## config.mk

```make
export PLATFORM = sky130hd
export DESIGN_NAME = maxnet_host_ctrl
export DESIGN_NICKNAME = d
export VERILOG_FILES = /design/src/rtl/maxnet_pkg.sv /design/src/rtl/maxnet_host_ctrl_fp32_is_special.sv /design/src/rtl/maxnet_host_ctrl.sv
export SDC_FILE = /design/constraint.sdc
export NUM_CORES = 1
export LEC_CHECK = 0
export ABC_AREA = 1
export CORE_UTILIZATION = 46
export CTS_CLUSTER_DIAMETER = 50
export CTS_CLUSTER_SIZE = 20
export DETAILED_ROUTE_END_ITERATION = 10
export PLACE_DENSITY = 0.91
export SYNTH_ARGS = -nofsm -noshare
export SYNTH_HDL_FRONTEND = slang
export SYNTH_SLANG_ARGS = --single-unit
```

## constraint.sdc

```tcl
create_clock -name clk -period 2.16 [get_ports clk]
set_clock_uncertainty 0.2 [all_clocks]
set_input_delay 0.324 -clock clk [delete_from_list [all_inputs] [get_ports clk]]
set_output_delay 0.324 -clock clk [all_outputs]
set_load 0.01 [all_outputs]
```

## src/rtl/maxnet_pkg.sv

```systemverilog
// maxnet_pkg: shared state encoding and FP32 field constants
// for the Maxnet host-side controller and model checks.
package maxnet_pkg;

   typedef enum logic [2:0] {
      IDLE,
      LOAD,
      START,
      WAIT,
      RESULT
   } state_t;

   localparam int          EXP_MSB     = 30;
   localparam int          EXP_LSB     = 23;
   localparam logic [7:0]  EXP_SPECIAL = 8'hFF;
   localparam logic [31:0] EPS_DEFAULT = 32'hBE4CCCCD;

endpackage

```

## src/rtl/maxnet_host_ctrl_fp32_is_special.sv

```systemverilog
// fp32_is_special: combinational NaN / Inf classifier on the
// exponent and mantissa fields of an FP32 word.
module fp32_is_special
   import maxnet_pkg::*;
(
   input  logic [EXP_MSB-EXP_LSB:0] i_exp,
   input  logic [EXP_LSB-1:0]       i_man,
   output logic                     o_nan,
   output logic                     o_inf
);

   logic w_exp_max;
   logic w_man_nz;

   assign w_exp_max = (i_exp == EXP_SPECIAL);
   assign w_man_nz  = |i_man;
   assign o_nan     = w_exp_max & w_man_nz;
   assign o_inf     = w_exp_max & ~w_man_nz;

endmodule

```

## src/rtl/maxnet_host_ctrl.sv

```systemverilog
// maxnet_host_ctrl: loads four FP32 activations, pulses start,
// waits for finish with a timeout and returns the model result.
module maxnet_host_ctrl
   import maxnet_pkg::*;
#(
   parameter logic [31:0] EPS     = EPS_DEFAULT,
   parameter int          TIMEOUT = 1000000,
   parameter int          CNT_W   = $clog2(TIMEOUT + 1)
)(
   input  logic        clk,
   input  logic        rst,
   input  logic        in_valid,
   output logic        in_ready,
   input  logic [31:0] in_data,
   output logic        mx_start,
   output logic [31:0] mx_eps,
   output logic [31:0] mx_a1,
   output logic [31:0] mx_a2,
   output logic [31:0] mx_a3,
   output logic [31:0] mx_a4,
   input  logic        mx_finish,
   input  logic        mx_overflow,
   input  logic [31:0] mx_out,
   output logic        res_valid,
   input  logic        res_ready,
   output logic [31:0] res_data,
   output logic        res_overflow,
   output logic        res_error,
   output logic        res_timeout,
   output logic        busy
);

   state_t           r_state;
   state_t           w_next;
   logic [1:0]       r_cnt;
   logic             r_err;
   logic             r_armed;
   logic [CNT_W-1:0] r_tcnt;
   logic             w_nan;
   logic             w_inf;
   logic             w_bad;
   logic             w_hs;
   logic             w_last;
   logic             w_fin;
   logic             w_tmo;

   fp32_is_special u_cls (
      .i_exp (in_data[EXP_MSB:EXP_LSB]),
      .i_man (in_data[EXP_LSB-1:0]),
      .o_nan (w_nan),
      .o_inf (w_inf)
   );

   assign w_bad     = w_nan | w_inf;
   assign in_ready  = (r_state == LOAD);
   assign res_valid = (r_state == RESULT);
   assign w_hs      = in_valid & in_ready;
   assign w_last    = w_hs & (r_cnt == 2'd3);
   assign w_fin     = r_armed & mx_finish;
   assign w_tmo     = (r_tcnt == CNT_W'(TIMEOUT - 1));

   always_ff @(posedge clk or negedge rst) begin
      if (!rst) r_state <= IDLE;
      else      r_state <= w_next;
   end

   always_comb begin
      w_next = r_state;
      unique case (r_state)
         IDLE:    w_next = LOAD;
         LOAD:    if (w_last) w_next = (r_err | w_bad) ? RESULT : START;
         START:   w_next = WAIT;
         WAIT:    if (w_fin || w_tmo) w_next = RESULT;
         RESULT:  if (res_ready) w_next = LOAD;
         default: w_next = IDLE;
      endcase
   end

   always_ff @(posedge clk or negedge rst) begin
      if (!rst) begin
         mx_start     <= 1'b0;
         busy         <= 1'b0;
         mx_eps       <= EPS;
         mx_a1        <= '0;
         mx_a2        <= '0;
         mx_a3        <= '0;
         mx_a4        <= '0;
         res_data     <= '0;
         res_overflow <= 1'b0;
         res_error    <= 1'b0;
         res_timeout  <= 1'b0;
         r_cnt        <= '0;
         r_err        <= 1'b0;
         r_armed      <= 1'b0;
         r_tcnt       <= '0;
      end else begin
         mx_start <= (w_next == START);
         busy     <= (w_next == START) || (w_next == WAIT);
         mx_eps   <= EPS;
         unique case (r_state)
            LOAD: if (w_hs) begin
               r_cnt <= r_cnt + 2'd1;
               r_err <= r_err | w_bad;
               unique case (r_cnt)
                  2'd0: mx_a1 <= in_data;
                  2'd1: mx_a2 <= in_data;
                  2'd2: mx_a3 <= in_data;
                  2'd3: mx_a4 <= in_data;
               endcase
               if (w_last && (r_err || w_bad)) begin
                  res_error <= 1'b1;
                  res_data  <= '0;
               end
            end
            START: begin
               r_tcnt  <= '0;
               r_armed <= 1'b0;
            end
            WAIT: begin
               r_tcnt <= r_tcnt + CNT_W'(1);
               // a finish left high by the previous run is ignored until it drops
               if (!mx_finish) r_armed <= 1'b1;
               if (w_fin) begin
                  res_data     <= mx_out;
                  res_overflow <= mx_overflow;
               end else if (w_tmo) begin
                  res_timeout <= 1'b1;
                  res_data    <= '0;
               end
            end
            RESULT: if (res_ready) begin
               r_cnt       <= '0;
               r_err       <= 1'b0;
               res_error   <= 1'b0;
               res_timeout <= 1'b0;
            end
            default: ;
         endcase
      end
   end

endmodule

```

==> impl_metrics.json, run 1 <==
{
  "critPathMaxFanout": 4,
  "numClockSinks": 192,
  "slew_violations": 0,
  "final_critical_path_share_of_the_clock_period": 0.944,
  "postSynthAreaPerCell_sq_um": 9.17,
  "gp_congestion": 0.892,
  "power.static_leakage_uw": 0.00528,
  "clock_latency_ns": 0.43,
  "outcome": "complete, no violations",
  "route.detailed.vias_per_inst": 5.01,
  "fin_setup_tns_ns": 0,
  "finalWorstSetupSlack_ns": 0.122,
  "vdd.ir_drop.worst_v": 0.000733,
  "min_path_type": "in2async",
  "arrival_ns": 1.51,
  "final_period_minus_worst_setup_slack_ns": 2.04,
  "area_share_of_the_largest_cell_type_after_synthesis": 0.608,
  "timing.rr.start": "r_tcnt[0]$_DFFE_PN0P_",
  "worstRegToRegCells": 10,
  "drive_above_1_share": 0.0735,
  "most-common-layout-cells": "sky130_fd_sc_hd__nand2_1 (276), sky130_fd_sc_hd__clkdlybuf4s50_1 (233), sky130_fd_sc_hd__dfrtp_1 (191)",
  "crit-reg2reg-capture": "res_data[22]$_DFFE_PN0P_",
  "final_design_area_no_fill_sq_um": 11100,
  "post_placement_setup_slack_ns": -0.109,
  "critical_path.startpoint": "r_state[0]$_DFF_PN0_",
  "chipHeight_um": 133,
  "floorplan.die_area_sq_um": 17700,
  "reported_max_cap_violation_count": 0,
  "rows": 47,
  "post-cts-setup-buffer-count": 0,
  "critical_path.endpoint_type": "primary output",
  "yosys.cell_types.count": 31,
  "power_density_nw_per_um2": 1410,
  "place.detailed.hpwl_mm": 14.9,
  "placeableCoreArea_sq_um": 16700,
  "timing.critical_path.required_ns": 1.64,
  "worst-setup-path-type": "reg2out",
  "final_core_utilization": 0.662,
  "grt_first_pass_wirelength_mm": 33.8,
  "antenna_diodes": 0,
  "timing.critical_path.to": "in_ready",
  "cts_made_buffers": 17,
  "initial_core_util": 0.473,
  "ys_warn_count": 0,
  "grt_setup_unrepaired": "false",
  "postSynthRegisterBits": 192,
  "drt_iter0_drc": 339,
  "drcViolationCount": 0,
  "timing.fmax_ghz": 0.491,
  "wl_per_cell_um": 15.7,
  "netlist_top_cells_area": "sky130_fd_sc_hd__dfrtp_1 (61%), sky130_fd_sc_hd__nand2_1 (13%), sky130_fd_sc_hd__o21ai_0 (8.9%)",
  "start_kind": "flop",
  "h_tree_depth": 4,
  "placement.io_buffers": 236,
  "netlist.top_cell.by_area": "sky130_fd_sc_hd__dfrtp_1",
  "timing.final.hold_violations": 0,
  "vias": 6693,
  "cts_tree": "done",
  "gr-total-overflow": 0,
  "cts_root_buf": "sky130_fd_sc_hd__clkbuf_16",
  "design.portCount": 269,
  "seq_area_frac_synth": 0.608,
  "first_global_vias": 6657,
  "area_growth_pct": 40.0,
  "clock_tree.buffer_depth": 2,
  "antenna_violations_before_repair": 0,
  "mappedNetlistArea_sq_um": 7900,
  "track_usage": 0.246,
  "final_antenna_net_count": 0,
  "die_x_um": 133,
  "firstDrtPassIters": 7,
  "reg2reg_setup_slack_ns": 0.19,
  "cts.reportedPaths.clkPinSlew_ns": 0.08,
  "post_synth_inst_count": 861,
  "finalWirelength_mm": 20.9,
  "final_common_cell": "sky130_fd_sc_hd__nand2_1",
  "count_of_endpoints_failing_setup_in_the_final_report": 0,
  "final_net_count": 1177,
  "grt_max_degree": 63,
  "postPlaceCellArea_sq_um": 10400
}
==> cell families after synthesis <==
family / count (synthesis) / synth area share
simple gates: 370 / 0.193
other cells: 2 / 0.000951
flops: 192 / 0.608
buf+inv: 131 / 0.0843
fa+ha+maj: 5 / 0.00792
xor+xnor: 1 / 0.00111
compound gates: 159 / 0.103
mux: 1 / 0.00143
==> how the worst min path moves through the flow <==
stage / startpoint / endpoint / slack, ns / depth (start not counted)
after CTS: rst / mx_a2[24]$_DFFE_PN0P_ / 0.17 / 2
after floorplan: rst / busy$_DFF_PN0_ / -0.17 / 0
after global placement: rst / mx_a2[24]$_DFFE_PN0P_ / 0.07 / 1
final: rst / mx_a3[23]$_DFFE_PN0P_ / 0.17 / 2
after global routing: rst / mx_a3[23]$_DFFE_PN0P_ / 0.18 / 2
after detailed placement: rst / mx_a3[23]$_DFFE_PN0P_ / 0.07 / 1
==> Yosys cell counts <==
| cell | number |
|---|---|
| sky130_fd_sc_hd__mux2_2 | 1 |
| sky130_fd_sc_hd__nand2_4 | 2 |
| sky130_fd_sc_hd__nand4_4 | 1 |
| sky130_fd_sc_hd__nand2_1 | 276 |
| sky130_fd_sc_hd__xor2_1 | 1 |
| sky130_fd_sc_hd__nor2_4 | 2 |
| sky130_fd_sc_hd__o2bb2ai_1 | 1 |
| sky130_fd_sc_hd__nor2_1 | 41 |
| sky130_fd_sc_hd__a21oi_1 | 13 |
| sky130_fd_sc_hd__nand2_2 | 8 |
| sky130_fd_sc_hd__inv_2 | 6 |
| sky130_fd_sc_hd__ha_1 | 5 |
| sky130_fd_sc_hd__inv_1 | 60 |
| sky130_fd_sc_hd__o21ai_0 | 141 |
| sky130_fd_sc_hd__buf_6 | 3 |
| sky130_fd_sc_hd__nand3_1 | 22 |
| sky130_fd_sc_hd__a21oi_2 | 1 |
| sky130_fd_sc_hd__nand3_2 | 2 |
| sky130_fd_sc_hd__nor3b_1 | 1 |
| sky130_fd_sc_hd__clkbuf_2 | 1 |
| sky130_fd_sc_hd__conb_1 | 2 |
| sky130_fd_sc_hd__nor2_2 | 2 |
| sky130_fd_sc_hd__o22ai_1 | 1 |
| sky130_fd_sc_hd__buf_2 | 15 |
| sky130_fd_sc_hd__nand4_1 | 4 |
| sky130_fd_sc_hd__dfrtp_1 | 192 |
| sky130_fd_sc_hd__buf_4 | 35 |
| sky130_fd_sc_hd__nor3_1 | 9 |
| sky130_fd_sc_hd__o31ai_1 | 1 |
| sky130_fd_sc_hd__a22o_2 | 1 |
| sky130_fd_sc_hd__clkbuf_1 | 11 |
==> through the flow <==
stage	instances	hold WS [ns]	total power, uW
after floorplan	891	-0.172	8660
after global placement	1302	0.0679	12100
after detailed placement	1302	0.0700	12400
after CTS	1335	0.168	15600
after global routing	1335	0.181	16500
final	1335	0.173	15600
==> worst max-delay path, stage by stage, from the launching register on <==
cell and delay (ns):
sky130_fd_sc_hd__dfrtp_2 0.43, sky130_fd_sc_hd__inv_2 0.07, sky130_fd_sc_hd__nor2_1 0.14, sky130_fd_sc_hd__nand2_1 0.06
sky130_fd_sc_hd__inv_1 0.09, sky130_fd_sc_hd__dlygate4sd2_1 0.30
==> metal layers <==
layer,GRT usage,vias up,wire length (um)
li1,-,3153,-
met1,0.299,3199,8530
met2,0.404,304,9990
met3,0.0793,37,1960
met4,0.102,0,449
met5,0,-,0
==> power by group <==
group / total, uW / switching, uW / internal [uW]
combinational: 6440 / 3120 / 3320
clock: 3130 / 1480 / 1650
sequential: 6000 / 898 / 5100
==> repair_timing <==
action | in CTS | in global routing
hold endpoints to repair | 192 | 0
gates resized for setup | 3 | 2
endpoints found under the setup margin | 2 | 13
pin swaps | 0 | 0
gates cloned | 0 | 0
hold buffers | 1 | 0
==> layout make-up <==
type                    instances  area [sq um]
fillers                      1281          5640
flip-flops and latches        192          4810
repair buffers                257          2590
multi-input cells             568          2550
clock buffers                  17           425
well taps                     220           275
inverters                      66           248
clock inverters                15           168
==> state kept, by name, summed over array words and instances (netlist names) <==
signal	cells
res_timeout	1
r_state	3
mx_a2	32
r_tcnt	20
res_error	1
r_cnt	2
busy	1
r_err	1
mx_a1	32
r_armed	1
mx_a3	32
mx_start	1
res_overflow	1
mx_a4	32
res_data	32
Note: power is estimated with default switching activity, not from simulation.
==> run 2, diff against run 1 <==
--- a/config.mk
+++ b/config.mk
@@ -8,7 +8,7 @@
 export ABC_AREA = 1
 export CORE_UTILIZATION = 46
 export CTS_CLUSTER_DIAMETER = 50
-export CTS_CLUSTER_SIZE = 20
+export CTS_CLUSTER_SIZE = 40
 export DETAILED_ROUTE_END_ITERATION = 10
 export PLACE_DENSITY = 0.91
 export SYNTH_ARGS = -nofsm -noshare
==> results of run 2 <==
Same layout as run 1: the final DEF is identical, and so are final timing and power.
